**src/rtl/fetch_prefetch_queue_if.sv**
```systemverilog
// Handshake bundle between the prefetch queue, the shared memory port, the
// MEM-stage redirect source and the decode stage.
interface fetch_prefetch_queue_if #(
  parameter int DEPTH = 4
);
  localparam int LW = $clog2(DEPTH) + 1;

  logic          mem_busy;
  logic          mem_req;
  logic [31:0]   mem_addr;
  logic [31:0]   mem_rdata;
  logic          redirect;
  logic [31:0]   redirect_pc;
  logic          id_ready;
  logic          out_valid;
  logic [31:0]   out_pc;
  logic [31:0]   out_pc4;
  logic [31:0]   out_inst;
  logic [LW-1:0] level;
  logic [31:0]   port_lost;

  modport master (
    input  mem_busy, mem_rdata, redirect, redirect_pc, id_ready,
    output mem_req, mem_addr, out_valid, out_pc, out_pc4, out_inst, level, port_lost
  );

  modport slave (
    output mem_busy, mem_rdata, redirect, redirect_pc, id_ready,
    input  mem_req, mem_addr, out_valid, out_pc, out_pc4, out_inst, level, port_lost
  );
endinterface

```
**src/rtl/fetch_prefetch_queue.sv**
```systemverilog
// Sequential instruction prefetch FIFO that fetches on idle cycles of the
// shared memory port and presents {pc, pc+4, inst} to decode.
module fetch_prefetch_queue #(
  parameter int          DEPTH    = 4,
  parameter logic [31:0] RESET_PC = 32'h0000_0000,
  parameter logic [31:0] NOP      = 32'h0000_0013
) (
  input  logic                   clk,
  input  logic                   rst,
  fetch_prefetch_queue_if.master bus
);

  localparam int              PW      = $clog2(DEPTH);
  localparam int              CW      = PW + 1;
  localparam logic [CW-1:0]   FULL    = CW'(DEPTH);
  localparam logic [CW-1:0]   CNT_ONE = CW'(1);
  localparam logic [PW-1:0]   PTR_ONE = PW'(1);

  function automatic logic [31:0] sat_inc32(input logic [31:0] v);
    return (v == 32'hFFFF_FFFF) ? v : v + 32'd1;
  endfunction

  logic [CW-1:0] count_q, count_d;
  logic [PW-1:0] rd_ptr_q, rd_ptr_d;
  logic [PW-1:0] wr_ptr_q, wr_ptr_d;
  logic [31:0]   fetch_pc_q, fetch_pc_d;
  logic [31:0]   port_lost_q, port_lost_d;

  // Each entry packs {pc, instruction}; storage is data-only and never reset.
  logic [63:0]   entry_q [DEPTH];
  logic [63:0]   entry_d;
  logic [63:0]   head;

  logic          mem_req;
  logic          grant;
  logic          pop;
  logic          empty;

  always_comb begin
    empty       = (count_q == '0);
    mem_req     = ~rst & ~bus.redirect & (count_q < FULL);
    grant       = mem_req & ~bus.mem_busy;
    pop         = ~empty & bus.id_ready & ~bus.redirect;
    entry_d     = {fetch_pc_q, bus.mem_rdata};

    count_d     = count_q;
    rd_ptr_d    = rd_ptr_q;
    wr_ptr_d    = wr_ptr_q;
    fetch_pc_d  = fetch_pc_q;
    port_lost_d = (mem_req & bus.mem_busy) ? sat_inc32(port_lost_q) : port_lost_q;

    if (bus.redirect) begin
      count_d    = '0;
      rd_ptr_d   = '0;
      wr_ptr_d   = '0;
      fetch_pc_d = {bus.redirect_pc[31:2], 2'b00};
    end else begin
      if (grant) begin
        wr_ptr_d   = wr_ptr_q + PTR_ONE;
        fetch_pc_d = fetch_pc_q + 32'd4;
      end
      if (pop) begin
        rd_ptr_d = rd_ptr_q + PTR_ONE;
      end
      case ({grant, pop})
        2'b10:   count_d = count_q + CNT_ONE;
        2'b01:   count_d = count_q - CNT_ONE;
        default: count_d = count_q;
      endcase
    end
  end

  always_ff @(posedge clk) begin
    if (rst) begin
      count_q     <= '0;
      rd_ptr_q    <= '0;
      wr_ptr_q    <= '0;
      fetch_pc_q  <= RESET_PC;
      port_lost_q <= '0;
    end else begin
      count_q     <= count_d;
      rd_ptr_q    <= rd_ptr_d;
      wr_ptr_q    <= wr_ptr_d;
      fetch_pc_q  <= fetch_pc_d;
      port_lost_q <= port_lost_d;
    end
  end

  // grant is already low under rst and redirect, so no extra qualification here.
  always_ff @(posedge clk) begin
    if (grant) begin
      entry_q[wr_ptr_q] <= entry_d;
    end
  end

  // Outputs come only from registered state; mem_rdata is never bypassed.
  always_comb begin
    head          = entry_q[rd_ptr_q];
    bus.mem_req   = mem_req;
    bus.mem_addr  = fetch_pc_q;
    bus.out_valid = ~empty;
    bus.out_pc    = empty ? 32'd0 : head[63:32];
    bus.out_pc4   = empty ? 32'd0 : head[63:32] + 32'd4;
    bus.out_inst  = empty ? NOP   : head[31:0];
    bus.level     = count_q;
    bus.port_lost = port_lost_q;
  end

endmodule

```
**src/flat_wrapper.sv**
```systemverilog
// flat-port wrapper written by rule: the top's interface ports become plain ports
module fetch_prefetch_queue_flat 
#(
  parameter int          DEPTH    = 4,
  parameter logic [31:0] RESET_PC = 32'h0000_0000,
  parameter logic [31:0] NOP      = 32'h0000_0013
)
  (clk, rst, bus_mem_busy, bus_mem_rdata, bus_redirect, bus_redirect_pc, bus_id_ready, bus_mem_req, bus_mem_addr, bus_out_valid, bus_out_pc, bus_out_pc4, bus_out_inst, bus_level, bus_port_lost);
  fetch_prefetch_queue_if #(.DEPTH(DEPTH)) bus_i ();
  input  logic clk;
  input  logic rst;
  input wire logic [$bits(bus_i.mem_busy)-1:0] bus_mem_busy;
  input wire logic [$bits(bus_i.mem_rdata)-1:0] bus_mem_rdata;
  input wire logic [$bits(bus_i.redirect)-1:0] bus_redirect;
  input wire logic [$bits(bus_i.redirect_pc)-1:0] bus_redirect_pc;
  input wire logic [$bits(bus_i.id_ready)-1:0] bus_id_ready;
  output wire logic [$bits(bus_i.mem_req)-1:0] bus_mem_req;
  output wire logic [$bits(bus_i.mem_addr)-1:0] bus_mem_addr;
  output wire logic [$bits(bus_i.out_valid)-1:0] bus_out_valid;
  output wire logic [$bits(bus_i.out_pc)-1:0] bus_out_pc;
  output wire logic [$bits(bus_i.out_pc4)-1:0] bus_out_pc4;
  output wire logic [$bits(bus_i.out_inst)-1:0] bus_out_inst;
  output wire logic [$bits(bus_i.level)-1:0] bus_level;
  output wire logic [$bits(bus_i.port_lost)-1:0] bus_port_lost;
  assign bus_i.mem_busy = bus_mem_busy;
  assign bus_i.mem_rdata = bus_mem_rdata;
  assign bus_i.redirect = bus_redirect;
  assign bus_i.redirect_pc = bus_redirect_pc;
  assign bus_i.id_ready = bus_id_ready;
  assign bus_mem_req = bus_i.mem_req;
  assign bus_mem_addr = bus_i.mem_addr;
  assign bus_out_valid = bus_i.out_valid;
  assign bus_out_pc = bus_i.out_pc;
  assign bus_out_pc4 = bus_i.out_pc4;
  assign bus_out_inst = bus_i.out_inst;
  assign bus_level = bus_i.level;
  assign bus_port_lost = bus_i.port_lost;
  fetch_prefetch_queue #(.DEPTH(DEPTH), .RESET_PC(RESET_PC), .NOP(NOP)) u_core (.clk(clk), .rst(rst), .bus(bus_i));
endmodule
```
**config.mk**
```make
export PLATFORM = sky130hd
export DESIGN_NAME = fetch_prefetch_queue_flat
export DESIGN_NICKNAME = d
export VERILOG_FILES = /design/src/rtl/fetch_prefetch_queue_if.sv /design/src/rtl/fetch_prefetch_queue.sv /design/src/flat_wrapper.sv
export SDC_FILE = /design/constraint.sdc
export NUM_CORES = 1
export LEC_CHECK = 0
export ABC_AREA = 1
export BUFFER_PORTS_ARGS = -buffer_cell sky130_fd_sc_hd__buf_2
export CORE_UTILIZATION = 57
export CTS_BUF_LIST = sky130_fd_sc_hd__clkbuf_8 sky130_fd_sc_hd__clkbuf_16
export CTS_CLUSTER_DIAMETER = 120
export CTS_CLUSTER_SIZE = 16
export DETAILED_ROUTE_END_ITERATION = 7
export PLACE_DENSITY = 0.83
export SLEW_MARGIN = 20
export SYNTH_ARGS = -nofsm -noshare
export SYNTH_HDL_FRONTEND = slang
export SYNTH_SLANG_ARGS = --single-unit
```
**constraint.sdc**
```tcl
create_clock -name clk -period 5.6 [get_ports clk]
set_clock_uncertainty 0.1 [all_clocks]
set_input_delay 0 -clock clk [delete_from_list [all_inputs] [get_ports clk]]
set_output_delay 0 -clock clk [all_outputs]
set_load 0.02 [all_outputs]
```
# After elaboration in Yosys (flattened, before gate mapping)
# Memory sizes are Yosys's and may differ from the RTL's. A register that Yosys moved wholly into a read port is not among the register bits.
# Cells that the tools add are included.
# totals
wordCells	44
memories	1
in_bits	69
ram_bits	256
register_bits	71
# memory_table
name	words	width	rd	rd_clocked_by_memory_dff	write_ports	line	rtl
u_core.entry_q	4	64	1	1	1	fetch_prefetch_queue.sv:30	logic [63:0] entry_q [DEPTH];
# op_classes
muxes	10
bitwise_logic	11
order_cmp	1
addsub	7
reduce_logical	5
eq_ne	3
# op_table
op	count
32-bit 2-to-1 mux	5
32-bit by 3-bit adder with 32-bit output (second input constant)	2
32-bit by 1-bit adder with 32-bit output (second input constant)	1
32-bit equality test (second input constant)	1
1-bit AND	6
3-bit one-hot mux with 2 select lines	1
1-bit inverter	5
2-bit by 1-bit adder with 2-bit output (second input constant)	2
2-bit 2-to-1 mux	2
2-bit nonzero test	2
3-bit by 1-bit adder with 3-bit output (second input constant)	1
3-bit logical NOT	1
3-bit less-than comparator (second input constant)	1
3-bit by 1-bit subtractor with 3-bit output (second input constant)	1
2-bit by 1-bit equality test with 1-bit output (second input constant)	1
2-bit equality test (second input constant)	1
1-bit 2-to-1 mux	2
2-bit AND reduction	1
2-bit OR reduction	1

# Depth between registers and ports, before layout
# Gate-level depths: netlist (run 1).
# depth
ltp_word	6
mapped_depth	16

# Worst setup path before layout (run 1)
# No wires, ideal clock.
# synth_timing
kind	reg-to-reg
startpoint	register u_core.count_q[2], in the netlist u_core.bus.level[2]
endpoint	memory u_core.entry_q[0][0] (enable)
period_less_slack_ps	4384
t_arrival_ps	3802
n_path_buf	1
stages_incl_launch_ff	5
setup_time_ps	482
path_slack_ps	1216
path_cell_list	dfxtp_1 -> nor2_1 -> nand2_1 -> buf_2 -> nor2_1
# synth_between
elab_chain_len	5
# synth_rtl
element	line	rtl
start: declaration	fetch_prefetch_queue.sv:23	logic [CW-1:0] count_q, count_d;
start signal: assignment	fetch_prefetch_queue.sv:81	count_q <= count_d;
3-bit less-than comparator	fetch_prefetch_queue.sv:41	mem_req = ~rst & ~bus.redirect & (count_q < FULL);
1-bit AND	fetch_prefetch_queue.sv:41	
via bus_mem_req	flat_wrapper.sv:17	output wire logic [$bits(bus_i.mem_req)-1:0] bus_mem_req;
1-bit AND	fetch_prefetch_queue.sv:42	grant = mem_req & ~bus.mem_busy;
1-bit 2-to-1 mux	fetch_prefetch_queue.sv:91	if (grant) begin
1-bit 2-to-1 mux (not written as such)	fetch_prefetch_queue.sv:92	entry_q[wr_ptr_q] <= entry_d;
end: declaration	fetch_prefetch_queue.sv:30	
# The timed path passes the listed nets, and every way through them passes these cells.

# Worst setup path after layout (run 1)
# layout_timing
startpoint	input rst
endpoint	register u_core.fetch_pc_q[7], in the netlist u_core.bus.mem_addr[7]
# layout_between
elab_chain_len	5
# layout_rtl
element	line	rtl
start: declaration	flat_wrapper.sv:11	input logic rst;
1-bit inverter	fetch_prefetch_queue.sv:41	
1-bit AND (2 in series)	fetch_prefetch_queue.sv:41	
1-bit AND	fetch_prefetch_queue.sv:42	
2-bit nonzero test (no source line)	--	
end signal: assignment	fetch_prefetch_queue.sv:84	fetch_pc_q <= fetch_pc_d;
end: declaration	fetch_prefetch_queue.sv:26	logic [31:0] fetch_pc_q, fetch_pc_d;
# Several ways; a longest one is shown, not always the timed one.
# A chain may end at the register's enable or synchronous reset.

==> run summary, run 1 <==
Status: finished, final reports clean
CTS resizes: 0
Fin area: 0.01858 mm²
Critical Path End Type: flip-flop
Placed inst area: 0.01689 mm²
P_leak: 0.007684 µW
TritonCTS clock tree: done
Routed WL: 42410 µm
Largest net degree at the start of global routing: 134
GRT Util Overall: 0.2983
Antenna viol nets, final: 0
Post-Synth Adder-Cell Area: 0.007681
Worst Path Required: 5.92 ns
Ys Warns: 0
Max-Cap Viols: 0
Cell variety after synth: 43
Worst Tran Pin Value: 1.119 ns
Crit path DAT: 4.29 ns
First-pass GRT wire length: 66610 µm
Sequential power share: 0.577
Hold WC Path Type: in2reg
Largest family of logic cells by synthesized area: simple AND/OR/NAND/NOR gates
Min Tclk post-route: 3.967 ns
Post-layout power: 4553 µW
Clock-pin slew on the worst setup and hold paths: 0.08 ns
Post-DR vias/cell: 5.541
Core area: 0.02695 mm²
Final Cycle Share: 0.7083
Relative slew slack: 0.2529
Synth Area in Compound Gates: 0.07913
Flop and latch count out of synthesis: 319
P per Cell Area: 245.0 mW/mm²
Switching part of the total power: 0.2373
Async S/R FF share, synth: 0
Antenna violations before repair: 1
Boundary Pins: 234
Synthesized area per cell: 8.435 µm²
Fin cells: 2499
Total grt overflow: 0
Sequential area share after synthesis: 0.5671
Fraction of layout cells with a size suffix above 1: 0.1386
Input/output buffers: 225
Vert. Die Dim: 167.6 µm
DR DRC count: 0
Commonest non-fill, non-tap cell in the layout: nand2_1
Fillers: 2056
Mux share of post-synthesis cell area: 0
Wire per inst: 16.97 µm
Critical-path maximum fanout: 44
Cell count after synthesis: 1854
Final net count: 2219
RSZ-0062 raised after global routing: false
Comb pwr share: 0.084
EDFF count, synth: 248
DPL Wire Length: 26340 µm
Vias in the first global route: 13420
Vias: 13850
Clock share of power: 0.339
# setup viols final: 0
Iteration-0 DRC Markers: 1316
GP Congestion: 0.9232
Post-CTS Hold Buffers: 103
Clock Sinks: 319
Synthesized area: 0.01564 mm²
Root Buffer: clkbuf_16
Post-Synth XOR/XNOR Area: 0.01288
Clock Latency Late Sink: 0.54 ns
DIE AREA: 0.02810 mm²
Max-slew violations: 0
Cell Int Power: 3472 µW
Peak Freq: 0.2521 GHz
Die width: 167.6 µm
VDD IR max: 195.3 µV
Post-Synth Simple-Gate Area: 0.2698
Syn-to-layout area delta: 18.81%
Final count of hold timing violations: 0
Switching power: 1080 µW
Total placed cells including tap cells: 2354
Clock Path Buffers: 3
Commonest non-fill, non-tap cells in the layout: nand2_1 (555), nor2_1 (313), edfxtp_1 (248)
Pre-antenna DRT Iters: 8
CTS buffer count: 23
WS Path Type: in2reg
Main synth FF type: edfxtp_1
CP startpoint kind: input pin
Num rows: 60
Starting Density: 0.5803
H-tree depth: 1
Post-CTS Setup Inserts: 0
Final setup TNS: 0 ns
## state kept, by name (all words and copies together), names as in the netlist, named ones only
name,flops
u_core.rd_ptr_q,2
u_core.bus.level,3
u_core.wr_ptr_q,2
u_core.bus.mem_addr,30
u_core.bus.port_lost,32
u_core.entry_q,248
## worst max-delay path: stages
cell,delay (ns)
dlygate4sd3_1,0.51
buf_2,0.09
buf_4,0.48
nor2_4,0.11
inv_2,0.12
nor2_1,0.06
nand2_1,0.63
clkinv_1,0.95
o21ai_0,0.36
o21ai_0,0.15
o21ai_0,0.11
a21oi_1,0.10
dlygate4sd3_1,0.58
## path summary, 6_finish.rpt
kind                           startpoint  depth (start not counted)                 endpoint  slack, ns
setup reg to reg      u_core.bus.level[2]                          8   u_core.bus.mem_addr[7]       1.91
setup / recovery                      rst                         13   u_core.bus.mem_addr[7]       1.63
hold reg to reg   u_core.bus.port_lost[0]                          1  u_core.bus.port_lost[0]       0.40
hold / removal               bus_redirect                          5      u_core.bus.level[1]       0.06
## Yosys cell counts, types with 8 or more instances
master,number,share of area
clkbuf_1,36,0.0086
a31oi_1,9,0.0036
nor2_1,317,0.076
edfxtp_1,248,0.48
nor3_1,34,0.011
xor2_1,22,0.012
nand4_1,8,0.0032
ha_1,8,0.0064
buf_2,24,0.0077
buf_4,14,0.0067
o21ai_0,114,0.036
nand2_1,555,0.13
nand3_1,103,0.033
dfxtp_1,71,0.091
inv_1,138,0.033
a21oi_1,92,0.029
## power groups by stage
stage	Sequential (µW)	Clock [µW]	Combinational, µW
floorplan	2680	0	188
global route	2630	1620	414
CTS	2630	1550	372
global placement	2680	0	304
finish	2630	1540	380
detailed placement	2680	0	312
## cell families after synthesis
logic type	after synthesis
and+or+nand+nor	1044
xor gates and xnor gates	23
DFF	319
other	1
buffers and inverters	225
AOI/OAI and AO/OA	233
adders and majority gates	9
## layer usage
metal	up-vias	track usage	wire length [µm]
li1	6645	-	-
met1	6371	0.3770	16560
met2	715	0.5138	20440
met3	116	0.04798	4051
met4	0	0.1173	1362
met5	-	0	0
## layout make-up
cell class                 instances  area [µm²]  share of cell area
antenna                            1       2.502           0.0001347
clock buffer                      23       575.6             0.03098
clock inverter                    18       83.83            0.004512
inverter                         143       541.8             0.02916
multi-input combinational       1315        5837              0.3141
sequential                       319        8874              0.4776
tap                              341       426.7             0.02296
timing repair buffer             339        2240              0.1205
## metrics by stage
step | hold slack (ns) | util | worst slack [ns]
2_1_floorplan | -0.001131 | - | 1.216
3_3_place_gp | 0.1100 | 0.6266 | 2.302
3_5_place_dp | 0.1153 | 0.6266 | 2.335
4_1_cts | 0.02375 | 0.6893 | 1.798
5_1_grt | 0.09054 | 0.6894 | 1.398
6_report | 0.05815 | 0.6894 | 1.633
Note: power is estimated with default switching activity, not from simulation.
==> run 2, diff against run 1 <==
Settings changed: ABC_AREA 1 to 0, CORE_UTILIZATION 57 to 56, PLACE_DENSITY 0.83 to 0.82.
Clock period 5.6 ns to 4.05 ns, I/O delays scaled along.
==> run 2 against run 1 <==
  * Sequential share of layout area is 5.1 points higher
  * Via count is 31% lower
  * Critical path depth is 4 lower
  * Power is 34% higher
  * Hold slack worse by 0.033 ns
  * Synthesized cell count is 47% lower
  * Final area is 9.6% lower
  * Final cell count is 35% lower
  * Worst setup slack worse by 1.1 ns
  * Critical path type is now reg2out
==> run summary, run 2 <==
Status: finished, final reports clean
Post-DR vias/cell: 5.889
Clock-pin slew on the worst setup and hold paths: 0.07 ns
Iteration-0 DRC Markers: 909
Clock Path Buffers: 3
CP cell instances: mux4_2 > ha_1 > and4_1 > buf_4 > nor4b_4 > nand4_1 > xor2_1 > nor2_1 > buf_2
Storage cell area: 0.008874 mm²
# setup viols final: 0
Vert. Die Dim: 159.8 µm
Clock Latency Late Sink: 0.53 ns
Commonest non-fill, non-tap cells in the layout: edfxtp_1 (248), buf_2 (225), nor2_1 (109)
CP max stage delay: 0.72 ns
Post-Synth Adder-Cell Area: 0.008615
TritonCTS clock tree: done
Max FFs per register: 248
Final setup TNS: 0 ns
Sequential area share after synthesis: 0.6361
DPL Wire Length: 20120 µm
Pre-antenna DRT Iters: 6
Main synth FF type: edfxtp_1
EDFF count, synth: 248
Synthesized area per cell: 14.26 µm²
Yosys top cell area share: 0.5341
Final count of hold timing violations: 0
Cells on Worst Hold Path: 3
DIE AREA: 0.02553 mm²
Post-Synth XOR/XNOR Area: 0.03895
Post-CTS Hold Buffers: 80
Worst reg2reg endpoint: u_core.entry_q[0][19]
CTS buffer count: 23
RSZ-0062 raised after global routing: false
Vias in the first global route: 9211
Total grt overflow: 0
Core area: 0.02439 mm²
Largest reg by FF count: u_core.entry_q
Boundary Pins: 234
Mux share of post-synthesis cell area: 0.1075
Yosys top cell by area: edfxtp_1
Fillers: 1652
P per Cell Area: 362.7 mW/mm²
Worst-case reg-to-reg path depth: 5
Hold_sp: rst
VDD IR max: 258.9 µV
Vias: 9522
Setup ws final: 0.5278 ns
DR DRC count: 0
Met1 wire length: 13140 µm
Synth Area in Compound Gates: 0.03141
Worst Tran Pin Value: 0.9306 ns
Num rows: 57
Antenna viol nets, final: 0
Commonest non-fill, non-tap cell in the layout: edfxtp_1
Max-slew violations: 0
Routed WL: 33070 µm
Worst Path Required: 3.95 ns
Largest net degree at the start of global routing: 66
Critical Path Slowest Stage Cell: dfxtp_4
R2r startpoint: u_core.bus.level[2]
Syn-to-layout area delta: 20.52%
Ys Warns: 0
Die width: 159.8 µm
Relative slew slack: 0.3796
Crit path DAT: 3.42 ns
GRT Util Overall: 0.2590
Met2 routed WL: 16250 µm
Final net count: 1354
Most frequent cell after synthesis: edfxtp_1
Wire per inst: 20.45 µm
Root Buffer: clkbuf_16
Input/output buffers: 225
Flop and latch count out of synthesis: 319
Largest family of logic cells by synthesized area: simple AND/OR/NAND/NOR gates
Post-CTS Setup Inserts: 0
Most instantiated cells after synthesis: edfxtp_1 (248), nor2_1 (109), dfxtp_1 (71)
Hold WC Path Type: in2reg
H-tree depth: 1
First-pass GRT wire length: 51440 µm
Synth area leaders: edfxtp_1 (53%), dfxtp_1 (10%), mux4_2 (7.4%), mux4_1 (3.0%), nor2_1 (2.9%)
CTS resizes: 0
Max-Cap Viols: 0
Peak Freq: 0.2839 GHz
Antenna violations before repair: 1
Fraction of layout cells with a size suffix above 1: 0.2686
Min Tclk post-route: 3.522 ns
Hold endpoint: u_core.bus.mem_addr[8]
CP startpoint kind: flip-flop
WS Path Type: reg2out
Critical Path End Type: primary output
Starting Density: 0.5716
Routed wl met3: 2749 µm
Post-Synth Simple-Gate Area: 0.1509
Cell count after synthesis: 978
Final Cycle Share: 0.8697
Reg2reg setup slack: 0.96 ns
GP Congestion: 0.8139
Clock Sinks: 319
Highest metal used: met4
Multi-input gate area: 0.004736 mm²
Placement Setup Slack: 1.016 ns
Critical-path maximum fanout: 30
P_leak: 0.006225 µW
Synthesized area: 0.01394 mm²
Cell variety after synth: 58
Async S/R FF share, synth: 0
==> run 2: cell types whose count changed in the layout (fill, tap and decap cells not counted), moves of 59 or more <==
cell | before | now
o21ai_0 | 114 | 20
nor2_1 | 313 | 109
inv_1 | 154 | 32
nand3_1 | 103 | 29
and2_1 | 2 | 61
a21oi_1 | 92 | 26
nand2_1 | 555 | 61
==> run 2: routing by layer <==
layer  up-vias  GRT usage
li1       4266          -
met1      4636     0.3608
met2       543     0.4299
met3        77    0.03221
met4         0    0.07922
met5         -          0
==> run 2: cell families after synthesis <==
logic type / Yosys count
mux: 66
flops: 319
compound gates: 73
fa+ha+maj: 9
simple gates: 380
buf+inv: 68
other cells: 1
xor+xnor: 62
==> run 2: power breakdown <==
group | leakage [µW] | switching [µW] | internal [µW]
Combinational | 0.00303 | 221 | 168
Clock | 0.000379 | 1050 | 1030
Sequential | 0.00282 | 59.0 | 3560
==> run 2: critical path, delay by kind of cell, from the launching register on <==
| kind | cells | cell delay [ns] |
|---|---|---|
| fa+ha+maj | 1 | 0.26 |
| buf+inv | 2 | 0.35 |
| simple gates | 4 | 1.00 |
| xor+xnor | 1 | 0.18 |
| mux | 1 | 0.40 |
| flops | 1 | 0.72 |
==> run 2: final cells by class <==
cell class / instances / area share
clock buffers: 23 / 0.03425
flip-flops and latches: 319 / 0.5281
repair buffers: 320 / 0.1236
diodes: 1 / 0.0001489
multi-input cells: 596 / 0.2819
inverters: 16 / 0.003574
well taps: 324 / 0.02413
clock inverters: 18 / 0.004319
==> run 2: through the flow <==
stage / cells / power [µW] / hold WS, ns / cell area (µm²) / util
finish: 1617 / 6094 / 0.02520 / 16800 / 0.6889
global route: 1617 / 6291 / 0.04547 / 16800 / 0.6889
CTS: 1616 / 6122 / 0.002846 / 16800 / 0.6888
detailed placement: 1495 / 4013 / 0.1164 / 15350 / 0.6294
global placement: 1495 / 4001 / 0.1135 / 15350 / 0.6294
floorplan: 983 / 3874 / -0.001131 / 13960 / -
==> run 2: how the worst max path moves through the flow <==
| stage | cells after the start | endpoint | slack (ns) |
|---|---|---|---|
| 3_5_place_dp | 8 | bus_out_pc4[20] | 1.02 |
| 6_report | 9 | bus_out_pc4[20] | 0.53 |
| 3_3_place_gp | 8 | bus_out_pc4[20] | 1.08 |
| 5_1_grt | 8 | bus_out_pc4[20] | 0.26 |
| 4_1_cts | 8 | bus_out_pc4[20] | 0.45 |
| 2_1_floorplan | 4 | u_core.entry_q[1][0] | 0.59 |
